**config.mk**
```make
export PLATFORM = sky130hd
export DESIGN_NAME = config_loader
export DESIGN_NICKNAME = d
export VERILOG_FILES = /design/src/rtl/config_loader.sv
export SDC_FILE = /design/constraint.sdc
export NUM_CORES = 1
export LEC_CHECK = 0
export ABC_AREA = 1
export CORE_ASPECT_RATIO = 1.5
export CORE_MARGIN = 10
export CORE_UTILIZATION = 24
export DETAILED_ROUTE_END_ITERATION = 8
export GPL_ROUTABILITY_DRIVEN = 0
export PLACE_DENSITY = 0.41
export SYNTH_ARGS = -nofsm -noshare
export SYNTH_HDL_FRONTEND = slang
export SYNTH_SLANG_ARGS = --single-unit
```
**constraint.sdc**
```tcl
create_clock -name config_clock -period 3.34 [get_ports config_clock]
set_clock_uncertainty 0.05 [all_clocks]
set_input_delay 0.334 -clock config_clock [delete_from_list [all_inputs] [get_ports config_clock]]
set_output_delay 0.334 -clock config_clock [all_outputs]
set_load 0.1 [all_outputs]
```
**src/rtl/config_loader.sv**
```systemverilog
// Configuration bitstream loader: takes host words over valid/ready, shifts them
// LSB first into the fabric's configuration chain and holds the fabric in reset until done.
module config_loader #(
  parameter int CONFIG_LENGTH = 42368,
  parameter int WORD_WIDTH    = 8
) (
  input  logic                  config_clock,
  input  logic                  config_nreset,
  input  logic                  start,
  input  logic                  abort,
  input  logic [WORD_WIDTH-1:0] data_in,
  input  logic                  data_valid,
  output logic                  data_ready,
  output logic                  config_bit,
  output logic                  config_enable,
  output logic                  core_nreset,
  output logic                  busy,
  output logic                  done,
  output logic [1:0]            state_dbg
);

  typedef enum logic [1:0] {
    S_IDLE  = 2'd0,
    S_FETCH = 2'd1,
    S_SHIFT = 2'd2,
    S_DONE  = 2'd3
  } state_e;

  localparam int CNT_W = $clog2(CONFIG_LENGTH + 1);
  localparam int BIW_W = (WORD_WIDTH > 1) ? $clog2(WORD_WIDTH) : 1;
  localparam logic [CNT_W-1:0] LAST_BIT     = CNT_W'(CONFIG_LENGTH - 1);
  localparam logic [BIW_W-1:0] LAST_IN_WORD = BIW_W'(WORD_WIDTH - 1);

  state_e                state_q, state_d;
  logic [WORD_WIDTH-1:0] word_q, word_d;
  logic [BIW_W-1:0]      bit_in_word_q, bit_in_word_d;
  logic [CNT_W-1:0]      bit_count_q, bit_count_d;

  always_ff @(posedge config_clock or negedge config_nreset) begin
    if (!config_nreset) begin
      state_q       <= S_IDLE;
      word_q        <= '0;
      bit_in_word_q <= '0;
      bit_count_q   <= '0;
    end else begin
      state_q       <= state_d;
      word_q        <= word_d;
      bit_in_word_q <= bit_in_word_d;
      bit_count_q   <= bit_count_d;
    end
  end

  // Handshake: a word moves when data_valid && data_ready are both high at the
  // rising edge; data_ready depends only on state, never on data_valid.
  always_comb begin
    state_d       = state_q;
    word_d        = word_q;
    bit_in_word_d = bit_in_word_q;
    bit_count_d   = bit_count_q;
    case (state_q)
      S_IDLE: begin
        if (start) begin
          bit_count_d = '0;
          state_d     = S_FETCH;
        end
      end
      S_FETCH: begin
        if (abort) begin
          word_d  = '0;
          state_d = S_IDLE;
        end else if (data_valid) begin
          word_d        = data_in;
          bit_in_word_d = '0;
          state_d       = S_SHIFT;
        end
      end
      S_SHIFT: begin
        if (abort) begin
          word_d  = '0;
          state_d = S_IDLE;
        end else begin
          word_d        = word_q >> 1;
          bit_in_word_d = bit_in_word_q + BIW_W'(1);
          bit_count_d   = bit_count_q + CNT_W'(1);
          // The final bit wins even mid-word: leftover upper bits are dropped.
          if (bit_count_q == LAST_BIT) begin
            state_d = S_DONE;
          end else if (bit_in_word_q == LAST_IN_WORD) begin
            state_d = S_FETCH;
          end
        end
      end
      S_DONE: begin
        if (start) begin
          bit_count_d = '0;
          state_d     = S_FETCH;
        end
      end
      default: state_d = S_IDLE;
    endcase
  end

  always_comb begin
    data_ready    = 1'b0;
    config_bit    = 1'b0;
    config_enable = 1'b0;
    core_nreset   = 1'b0;
    busy          = 1'b0;
    done          = 1'b0;
    case (state_q)
      S_FETCH: begin
        data_ready = 1'b1;
        busy       = 1'b1;
      end
      S_SHIFT: begin
        config_enable = 1'b1;
        config_bit    = word_q[0];
        busy          = 1'b1;
      end
      S_DONE: begin
        core_nreset = 1'b1;
        done        = 1'b1;
      end
      default: ;
    endcase
  end

  assign state_dbg = state_q;

endmodule
```
Yosys cells after proc, flatten, opt, wreduce, memory -nomap -nowiden --
Index checks and enable logic that the tools add are counted. W data, S select, Z words.
Operators by class: add/sub/neg operators 2, reduce and logical (&&, ||, !) cells 9, muxes and demuxes 23, equal/unequal tests 11
Operators with widths (number):
- $mux W16 | 2
- $pmux W16 S2 | 1
- $add A16 B1 Y16 const B | 1
- $eq A16 B16 Y1 const B | 1
- $mux W8 | 2
- $pmux W8 S2 | 1
- $mux W2 | 6
- $mux W3 | 3
- $mux W7 | 1
- $ne A2 B2 Y1 const B | 3
- $pmux W2 S3 | 1
- $pmux W3 S2 | 1
- $reduce_and A3 Y1 | 2
- $mux W1 | 5
- $eq A2 B2 Y1 const B | 2
- $ne A4 B4 Y1 const B | 1
- $reduce_and A4 Y1 | 1
- $reduce_bool A2 Y1 | 2
- $reduce_or A2 Y1 | 2
- $add A3 B1 Y3 const B | 1
- $eq A3 B3 Y1 const B | 1
- $ne A3 B3 Y1 const B | 1
- $eq A2 B1 Y1 const B | 1
- $logic_not A2 Y1 | 1
- other kinds (2) | 2
Storage, ports and cells: flip-flop bits (word level) 29, output and inout port bits 8

Logic depth before layout (Yosys ltp) --
Gate-level depths: netlist of run 1.
depth in word-level cells 5, gate-level depth with buffers 11, depth with buffers taken out 10

Least setup slack after synthesis of run 1 --
No wires, ideal clock.
path type register to output, from reg state_q[1] (netlist: state_dbg[1]), to out config_bit, data required time 2.956 ns, arrival time 2.670 ns, stages on the path, launching flop included 4, buffers on the path 0, slack 0.286 ns, path through dfrtp_1 > ha_1 > nand2_1 > inv_1
On the way: longest elaborated chain between the ends 2
RTL lines:
- start, declared | RTL line 34 | state_e state_q, state_d;
- start signal, assigned | RTL line 46 | state_q <= state_d;
- $eq A2 B2 Y1 | RTL line 110 | case (state_q)
- $mux W1 | RTL line 110
- end, declared | RTL line 14 | output logic config_bit,
No other way between the ends.

Worst setup path in the final report of run 1 --
from reg state_q[0] (netlist: state_dbg[0]), to out state_dbg[0]
RTL lines:
- end, declared | RTL line 19 | output logic [1:0] state_dbg
No word-level cell between the ends.

==> results of run 1 <==
kinds of logic after synthesis:
kind of cell,synth area share [%]
compound gates,8.25
xor+xnor,0.520
fa+ha+maj,4.46
buf+inv,7.80
flops,43.1
simple gates,35.9
per-stage QoR:
step	area, µm²	setup WS, ns
6_report	2040	1.07
5_1_grt	2040	1.03
4_1_cts	2040	1.05
3_5_place_dp	1950	1.36
3_3_place_gp	1950	1.36
2_1_floorplan	1680	0.286
cell type report:
class	count	area [µm²]	area share (%)
multi-input cells	171	827	40.6
flip-flops and latches	29	726	35.6
repair buffers	22	200	9.83
inverters	26	100	4.91
well taps	78	97.6	4.79
clock buffers	7	86.3	4.24
sequential cells by signal (all words and copies together), names as in the netlist:
register       cells
bit_count_q       16
bit_in_word_q      3
state_dbg          2
word_q             8
synth_stat cells:
| cell | number | area (µm²) |
|---|---|---|
| nand2_1 | 71 | 267 |
| nor2_1 | 36 | 135 |
| dfrtp_1 | 29 | 726 |
| inv_1 | 24 | 90.1 |
| nand3_1 | 18 | 90.1 |
| a21oi_1 | 10 | 50.1 |
| a31oi_1 | 7 | 43.8 |
| ha_1 | 6 | 75.1 |
| nand4_1 | 6 | 37.5 |
| o21ai_0 | 5 | 25.0 |
| buf_4 | 2 | 15.0 |
| nand2_2 | 2 | 12.5 |
| nor2_4 | 2 | 22.5 |
| o31ai_1 | 2 | 15.0 |
| buf_2 | 1 | 5.00 |
| buf_6 | 1 | 11.3 |
| inv_2 | 1 | 3.75 |
| inv_4 | 1 | 6.26 |
| nand2_4 | 1 | 11.3 |
| nand3_4 | 1 | 17.5 |
| nor2_2 | 1 | 6.26 |
| nor3_1 | 1 | 5.00 |
| o21ai_1 | 1 | 5.00 |
| xnor2_1 | 1 | 8.76 |
report_power, final:
part / switching (mW) / internal (mW) / total, mW
sequential: 0.0534 / 0.430 / 0.483
clock: 0.136 / 0.163 / 0.299
combinational: 0.598 / 0.206 / 0.804
worst max path at each step:
stage / endpoint / slack, ns / cells after the start
finish: state_dbg[0] / 1.07 / 1
floorplan: config_bit / 0.29 / 3
global route: state_dbg[1] / 1.03 / 1
global placement: state_dbg[1] / 1.36 / 1
CTS: state_dbg[0] / 1.05 / 1
detailed placement: state_dbg[0] / 1.36 / 1
layer usage:
| metal | track usage, % | routed length, µm | part of all wire (%) |
|---|---|---|---|
| met5 | 0 | 0 | 0 |
| met4 | 3.35 | 72 | 1.7 |
| met1 | 9.66 | 1880 | 44 |
| met3 | 2.98 | 199 | 4.7 |
| met2 | 14.4 | 2130 | 50 |
==> flow_metrics.env, run 1 <==
export IMPL_outcome="complete, no violations"
export IMPL_syn_num_nets=249
export IMPL_crit_required_ns=2.96
export IMPL_ys_ff_latch=29
export IMPL_routed_wl_um=4280
export IMPL_r2r_slack_ns=1.40
export IMPL_rr_worst_depth=9
export IMPL_numPortBuffers=20
export IMPL_cpPeakStageDelay_ns=1.18
export IMPL_clk_transition_reported_paths_ns=0.07
export IMPL_groute_usage_overall_pct=8.58
export IMPL_synth_distinct_cells=24
export IMPL_grt_max_degree=30
export IMPL_critPathLaunchType="flop"
export IMPL_layoutNonFillerInstCount=333
export IMPL_first_global_vias=1537
export IMPL_final_common_cell="nand2_1"
export IMPL_crit_fanout=5
export IMPL_fin_crit_sh_pct=67.8
export IMPL_post_cts_buffers=0
export IMPL_total_power_mw=1.59
export IMPL_post_drt_wl_per_cell_um=12.8
export IMPL_rows=37
export IMPL_h_tree_depth=2
export IMPL_drt_pass1_iterations=4
export IMPL_reg2reg_from="state_dbg[0]"
export IMPL_dieHeight_um=123
export IMPL_final_nets=274
export IMPL_cts_buffer_depth=2
export IMPL_arrival_ns=1.88
export IMPL_fmax_mhz=441
export IMPL_grt_pass1_wl_um=7380
export IMPL_crit_buf_inv=1
export IMPL_startpoint="state_dbg[0]"
export IMPL_ios=21
export IMPL_yosysWarningCount=0
export IMPL_slowest_stage="clkdlybuf4s50_1"
export IMPL_clock_latency_ns=0.28
export IMPL_netlist_area_um2=1680
export IMPL_ctsResizeCount=0
export IMPL_hp_class="in -> async"
export IMPL_tns_ns=0
export IMPL_final_setup_viol_count=0
export IMPL_start_util_pct=24.6
export IMPL_final_util_pct=29.7
export IMPL_cts_tree="yes"
export IMPL_root_buffer="clkbuf_8"
export IMPL_antenna_diode_count=0
export IMPL_fillCellCount=768
export IMPL_antenna_found_initial=0
export IMPL_area_growth_pct=21.0
export IMPL_drt_iter0_markers=35
export IMPL_layout_min_cycle_time_ns=2.27
export IMPL_rsz0062_at_grt="no"
export IMPL_powerDensity_nw_per_um2=779
export IMPL_crit_family="buffers and inverters"
export IMPL_vdd_drop_max_v=0.000406
export IMPL_crit_type="reg -> out"
export IMPL_die_area_um2=10800
export IMPL_drive_gt1_share_pct=9.02
export IMPL_die_x_um=88.4
export IMPL_worstPathCellList="clkdlybuf4s50_1"
export IMPL_synthCells=230
export IMPL_cap_violations=0
export IMPL_numCtsBuffers=5
export IMPL_overflow=0
export IMPL_slew_headroom_pct=32.9
export IMPL_slew_violations=0
export IMPL_core_area_um2=6850
export IMPL_max_slew_worst_pin_slew_ns=1.00
export IMPL_timing_rr_end="bit_count_q[4]"
export IMPL_vias=1519
export IMPL_routed_via_density=4.56
export IMPL_endpoint_kind="output pin"
export IMPL_postCtsHoldBufs=0
export IMPL_place_inst=326
export IMPL_dp_hpwl_um=3260
export IMPL_ant_nets=0
export IMPL_drc=0
export IMPL_clock_sinks=29
export IMPL_mostFrequentLayoutCells="nand2_1 (71), nor2_1 (36), dfrtp_1 (29), inv_1 (24), nand3_1 (18)"
export IMPL_synth_avg_cell_area_um2=7.32
export IMPL_total_leakage_power_nw=0.985
export IMPL_worst_hold_slack_ns=0.401
export IMPL_seq_area_frac_synth_pct=43.1
export IMPL_hold_violations=0
Power figures use the tool's default switching activity.
==> run 2: changes to the inputs <==
clock period = 2.2 ns   (was 3.34 ns; I/O delays follow)
==> flow_metrics.env, run 2 (same netlist as run 1, synthesis figures left out) <==
export IMPL_endpoint_kind="flop"
export IMPL_layoutNonFillerInstCount=335
export IMPL_worstPathCellList="inv_1, ha_4, inv_4, nand2_2, nand3_4, inv_2, nand2_4, o21ai_0, a21oi_1"
export IMPL_numCtsBuffers=5
export IMPL_max_slew_worst_pin_slew_ns=0.396
export IMPL_cap_violations=0
export IMPL_r2r_slack_ns=0.38
export IMPL_drive_gt1_share_pct=12.5
export IMPL_top_register="bit_count_q"
export IMPL_cts_buffer_depth=2
export IMPL_drc=0
export IMPL_routed_wl_um=4250
export IMPL_slew_headroom_pct=73.6
export IMPL_largest_register_ffs=16
export IMPL_clock_latency_ns=0.28
export IMPL_pre_cts_slack_ns=0.354
export IMPL_powerDensity_nw_per_um2=1210
export IMPL_root_buffer="clkbuf_8"
export IMPL_hold_violations=0
export IMPL_crit_required_ns=2.32
export IMPL_drt_iter0_markers=43
export IMPL_tns_ns=0
export IMPL_first_global_vias=1553
export IMPL_dieHeight_um=123
export IMPL_vdd_drop_max_v=0.000865
export IMPL_fin_crit_sh_pct=82.9
export IMPL_rsz0062_at_grt="no"
export IMPL_total_leakage_power_nw=0.988
export IMPL_ant_nets=0
export IMPL_start_util_pct=24.6
export IMPL_ios=21
export IMPL_postCtsHoldBufs=0
export IMPL_cpPeakStageDelay_ns=0.44
export IMPL_worst_slack_ns=0.377
export IMPL_vias=1475
export IMPL_slew_violations=0
export IMPL_area_growth_pct=25.1
export IMPL_crit_type="reg -> reg"
export IMPL_final_nets=275
export IMPL_cts_tree="yes"
export IMPL_p_int_mw=1.32
export IMPL_final_common_cell="nand2_1"
export IMPL_arrival_ns=1.94
export IMPL_critPathLaunchType="flop"
export IMPL_h_tree_depth=2
export IMPL_hp_class="in -> async"
export IMPL_die_x_um=88.4
export IMPL_die_area_um2=10800
export IMPL_grt_pass1_wl_um=7420
export IMPL_rows=37
export IMPL_core_area_um2=6850
export IMPL_fmax_mhz=548
export IMPL_largestRegisters="bit_count_q (16), word_q (8), bit_in_word_q (3)"
export IMPL_overflow=0
export IMPL_groute_usage_overall_pct=8.74
export IMPL_crit_fanout=10
export IMPL_numPortBuffers=20
export IMPL_grt_max_degree=30
export IMPL_reg2reg_from="state_dbg[0]"
export IMPL_dp_hpwl_um=3320
export IMPL_mostFrequentLayoutCells="nand2_1 (71), nor2_1 (36), dfrtp_1 (27), inv_1 (23), nand3_1 (18)"
export IMPL_place_inst=327
export IMPL_post_cts_buffers=0
export IMPL_ctsResizeCount=0
export IMPL_antenna_found_initial=0
export IMPL_switchingPower_mw=1.23
export IMPL_layout_min_cycle_time_ns=1.82
export IMPL_post_drt_wl_per_cell_um=12.7
export IMPL_p_seq_share_pct=29.1
export IMPL_clock_sinks=29
export IMPL_slowest_stage="dfrtp_4"
export IMPL_pwr_share_clk_pct=18.1
export IMPL_routed_via_density=4.40
export IMPL_final_setup_viol_count=0
export IMPL_switching_share_pct=48.2
export IMPL_final_util_pct=30.8
export IMPL_outcome="complete, no violations"
export IMPL_worst_hold_slack_ns=0.286
export IMPL_timing_rr_end="bit_count_q[4]"
export IMPL_clk_transition_reported_paths_ns=0.06
export IMPL_antenna_diode_count=0
export IMPL_drt_pass1_iterations=4
export IMPL_rr_worst_depth=9
export IMPL_combPwrFrac_pct=52.8
run 2: area by class of cell:
type	count	area [µm²]
timing repair buffer	23	240
tap	78	97.6
inverter	26	104
sequential	29	731
clock buffer	8	90.1
fill	762	4740
multi-input combinational	171	845
run 2: per-stage QoR:
stage	power, mW	area [µm²]
detailed placement	2.14	2020
global route	2.73	2110
global placement	2.14	2020
CTS	2.61	2110
finish	2.56	2110
floorplan	1.78	1710
run 2: metal layers:
metal  vias up  share of wire [%]  track usage (%)
met5         -                  0                0
met4         0                1.7             3.65
met3         7                4.3             2.65
met2        21                 54             15.8
met1       664                 40             9.02
li1        783                  -                -
run 2: power by group through the flow:
stage	sequential, mW	clock (mW)	combinational (mW)
3_5_place_dp	0.759	0	1.38
6_report	0.745	0.462	1.35
2_1_floorplan	0.832	0	0.944
3_3_place_gp	0.760	0	1.38
4_1_cts	0.750	0.481	1.38
5_1_grt	0.769	0.499	1.46
run 2: critical path: cells and delay by family (launching register included):
kind	cells	cell delay [ns]
compound gates	2	0.16
fa+ha+maj	1	0.34
buf+inv	3	0.34
flops	1	0.44
simple gates	3	0.36
run 2: how the worst max path moves through the flow:
stage,start,to,slack (ns),depth (start not counted)
after global placement,state_dbg[0],bit_count_q[4],0.36,9
after CTS,state_dbg[0],bit_count_q[4],0.35,9
after floorplan,state_dbg[1],word_q[4],0.05,8
after detailed placement,state_dbg[0],bit_count_q[4],0.35,9
after global routing,state_dbg[0],bit_count_q[3],0.23,9
final,state_dbg[0],bit_count_q[4],0.38,9
==> run 3: changes to the inputs <==
clock period = 1.77 ns   (was 2.2 ns; I/O delays follow)
==> flow_metrics.env, run 3 (same netlist as run 1, synthesis figures left out) <==
export IMPL_slew_violations=0
export IMPL_cap_violations=0
export IMPL_place_inst=332
export IMPL_drive_gt1_share_pct=17.7
export IMPL_first_global_vias=1596
export IMPL_switching_share_pct=46.5
export IMPL_arrival_ns=1.49
export IMPL_root_buffer="clkbuf_8"
export IMPL_p_seq_share_pct=25.3
export IMPL_routed_via_density=4.57
export IMPL_rows=37
export IMPL_groute_usage_overall_pct=8.84
export IMPL_area_growth_pct=36.4
export IMPL_h_tree_depth=2
export IMPL_pwr_share_clk_pct=14.6
export IMPL_tns_ns=0
export IMPL_p_int_mw=1.90
export IMPL_slew_headroom_pct=82.6
export IMPL_ant_nets=0
export IMPL_worst_slack_ns=0.0535
export IMPL_antenna_diode_count=0
export IMPL_drc=0
export IMPL_rsz0062_at_grt="yes"
export IMPL_reg2reg_from="state_dbg[1]"
export IMPL_r2r_slack_ns=0.06
export IMPL_fin_crit_sh_pct=97.0
export IMPL_post_drt_wl_per_cell_um=12.9
export IMPL_grt_pass1_wl_um=7550
export IMPL_core_area_um2=6850
export IMPL_cts_tree="yes"
export IMPL_fillCellCount=746
export IMPL_final_util_pct=33.5
export IMPL_clk_transition_reported_paths_ns=0.06
export IMPL_start_util_pct=24.6
export IMPL_crit_type="reg -> out"
export IMPL_final_common_cell="nand2_1"
export IMPL_clock_sinks=29
export IMPL_routed_wl_um=4410
export IMPL_largestRegisters="bit_count_q (16), word_q (8), bit_in_word_q (3)"
export IMPL_cpPeakStageDelay_ns=0.49
export IMPL_total_leakage_power_nw=1.06
export IMPL_postCtsHoldBufs=0
export IMPL_fmax_mhz=583
export IMPL_endpoint_kind="output pin"
export IMPL_worstPathCellList="ha_4, inv_16, buf_4, buf_12"
export IMPL_crit_fanout=7
export IMPL_dieHeight_um=123
export IMPL_vdd_drop_max_v=0.000746
export IMPL_numCtsBuffers=5
export IMPL_rr_worst_depth=9
export IMPL_hp_class="in -> async"
export IMPL_hold_violations=0
export IMPL_seq_area_um2=733
export IMPL_powerDensity_nw_per_um2=1550
export IMPL_grt_max_degree=30
export IMPL_die_area_um2=10800
export IMPL_drt_pass1_iterations=6
export IMPL_dp_hpwl_um=3370
export IMPL_largest_register_ffs=16
export IMPL_combPwrFrac_pct=60.0
export IMPL_multi_input_area_um2=871
export IMPL_placed_area_um2=2180
export IMPL_vias=1568
export IMPL_switchingPower_mw=1.65
export IMPL_slowest_stage="dfrtp_4"
export IMPL_crit_required_ns=1.54
export IMPL_antenna_found_initial=0
export IMPL_numPortBuffers=20
export IMPL_critPathLaunchType="flop"
export IMPL_outcome="complete, no violations"
export IMPL_final_nets=284
export IMPL_top_register="bit_count_q"
export IMPL_final_setup_viol_count=0
export IMPL_max_slew_worst_pin_slew_ns=0.260
export IMPL_clock_latency_ns=0.28
export IMPL_timing_rr_end="bit_count_q[6]"
export IMPL_drt_iter0_markers=55
export IMPL_postLayoutCellArea_um2=2300
export IMPL_layout_min_cycle_time_ns=1.72
export IMPL_ios=21
export IMPL_overflow=0
export IMPL_mostFrequentLayoutCells="nand2_1 (70), nor2_1 (34), dfrtp_1 (27), inv_1 (21), nand3_1 (18)"
export IMPL_pre_cts_slack_ns=0.0870
export IMPL_cts_buffer_depth=2
export IMPL_layoutNonFillerInstCount=343
export IMPL_die_x_um=88.4
run 3: changes by cell type in the layout (fill, tap and decap cells not counted), moves of 2 or more:
| cell | previous run | this run |
|---|---|---|
| buf_12 | 3 | 10 |
| nor2_1 | 36 | 34 |
| buf_4 | 8 | 10 |
| nor2_2 | 1 | 3 |
| inv_1 | 23 | 21 |
run 3: timing repair:
item / in CTS / in global routing
buffers inserted: 0 / 4
gates resized for setup: 0 / 2
hold endpoints to repair: 0 / 0
endpoints found under the setup margin: 0 / 5
run 3: cell type report:
class                   instances  area share [%]
multi-input cells             171            37.9
flip-flops and latches         29            31.9
repair buffers                 32            17.2
inverters                      26            5.34
well taps                      78            4.25
clock buffers                   6            3.16
clock inverters                 1           0.218
run 3: worst max path at each step:
stage	startpoint	endpoint	slack (ns)
after floorplan	state_dbg[0]	bit_count_q[10]	-0.14
after global placement	state_dbg[1]	bit_count_q[11]	0.12
after detailed placement	state_dbg[1]	bit_count_q[10]	0.09
after CTS	state_dbg[1]	busy	0.04
after global routing	state_dbg[1]	bit_count_q[10]	-0.05
final	state_dbg[1]	busy	0.05
run 3: through the flow:
step | hold slack, ns | power [mW]
finish | 0.209 | 3.56
global route | 0.225 | 3.81
CTS | 0.210 | 3.56
detailed placement | 0.419 | 3.02
global placement | 0.416 | 3.01
floorplan | -0.169 | 2.34
run 3: critical path: cells and delay by family (launching register included):
kind / cells / cell delay, ns
fa+ha+maj: 1 / 0.36
buf+inv: 3 / 0.36
flops: 1 / 0.49
run 3: power by group through the flow:
| stage | logic [mW] | registers [mW] | clock network, mW |
|---|---|---|---|
| global placement | 2.09 | 0.914 | 0 |
| detailed placement | 2.10 | 0.914 | 0 |
| CTS | 2.11 | 0.903 | 0.551 |
| global route | 2.33 | 0.918 | 0.566 |
| finish | 2.14 | 0.901 | 0.521 |
| floorplan | 1.30 | 1.05 | 0 |
run 3: layer usage:
metal	vias to the layer above	GRT usage (%)	part of all wire, %
met1	730	9.86	43
met5	-	0	0
met2	29	15.3	51
met3	6	2.79	4.4
li1	803	-	-
met4	0	3.04	1.5
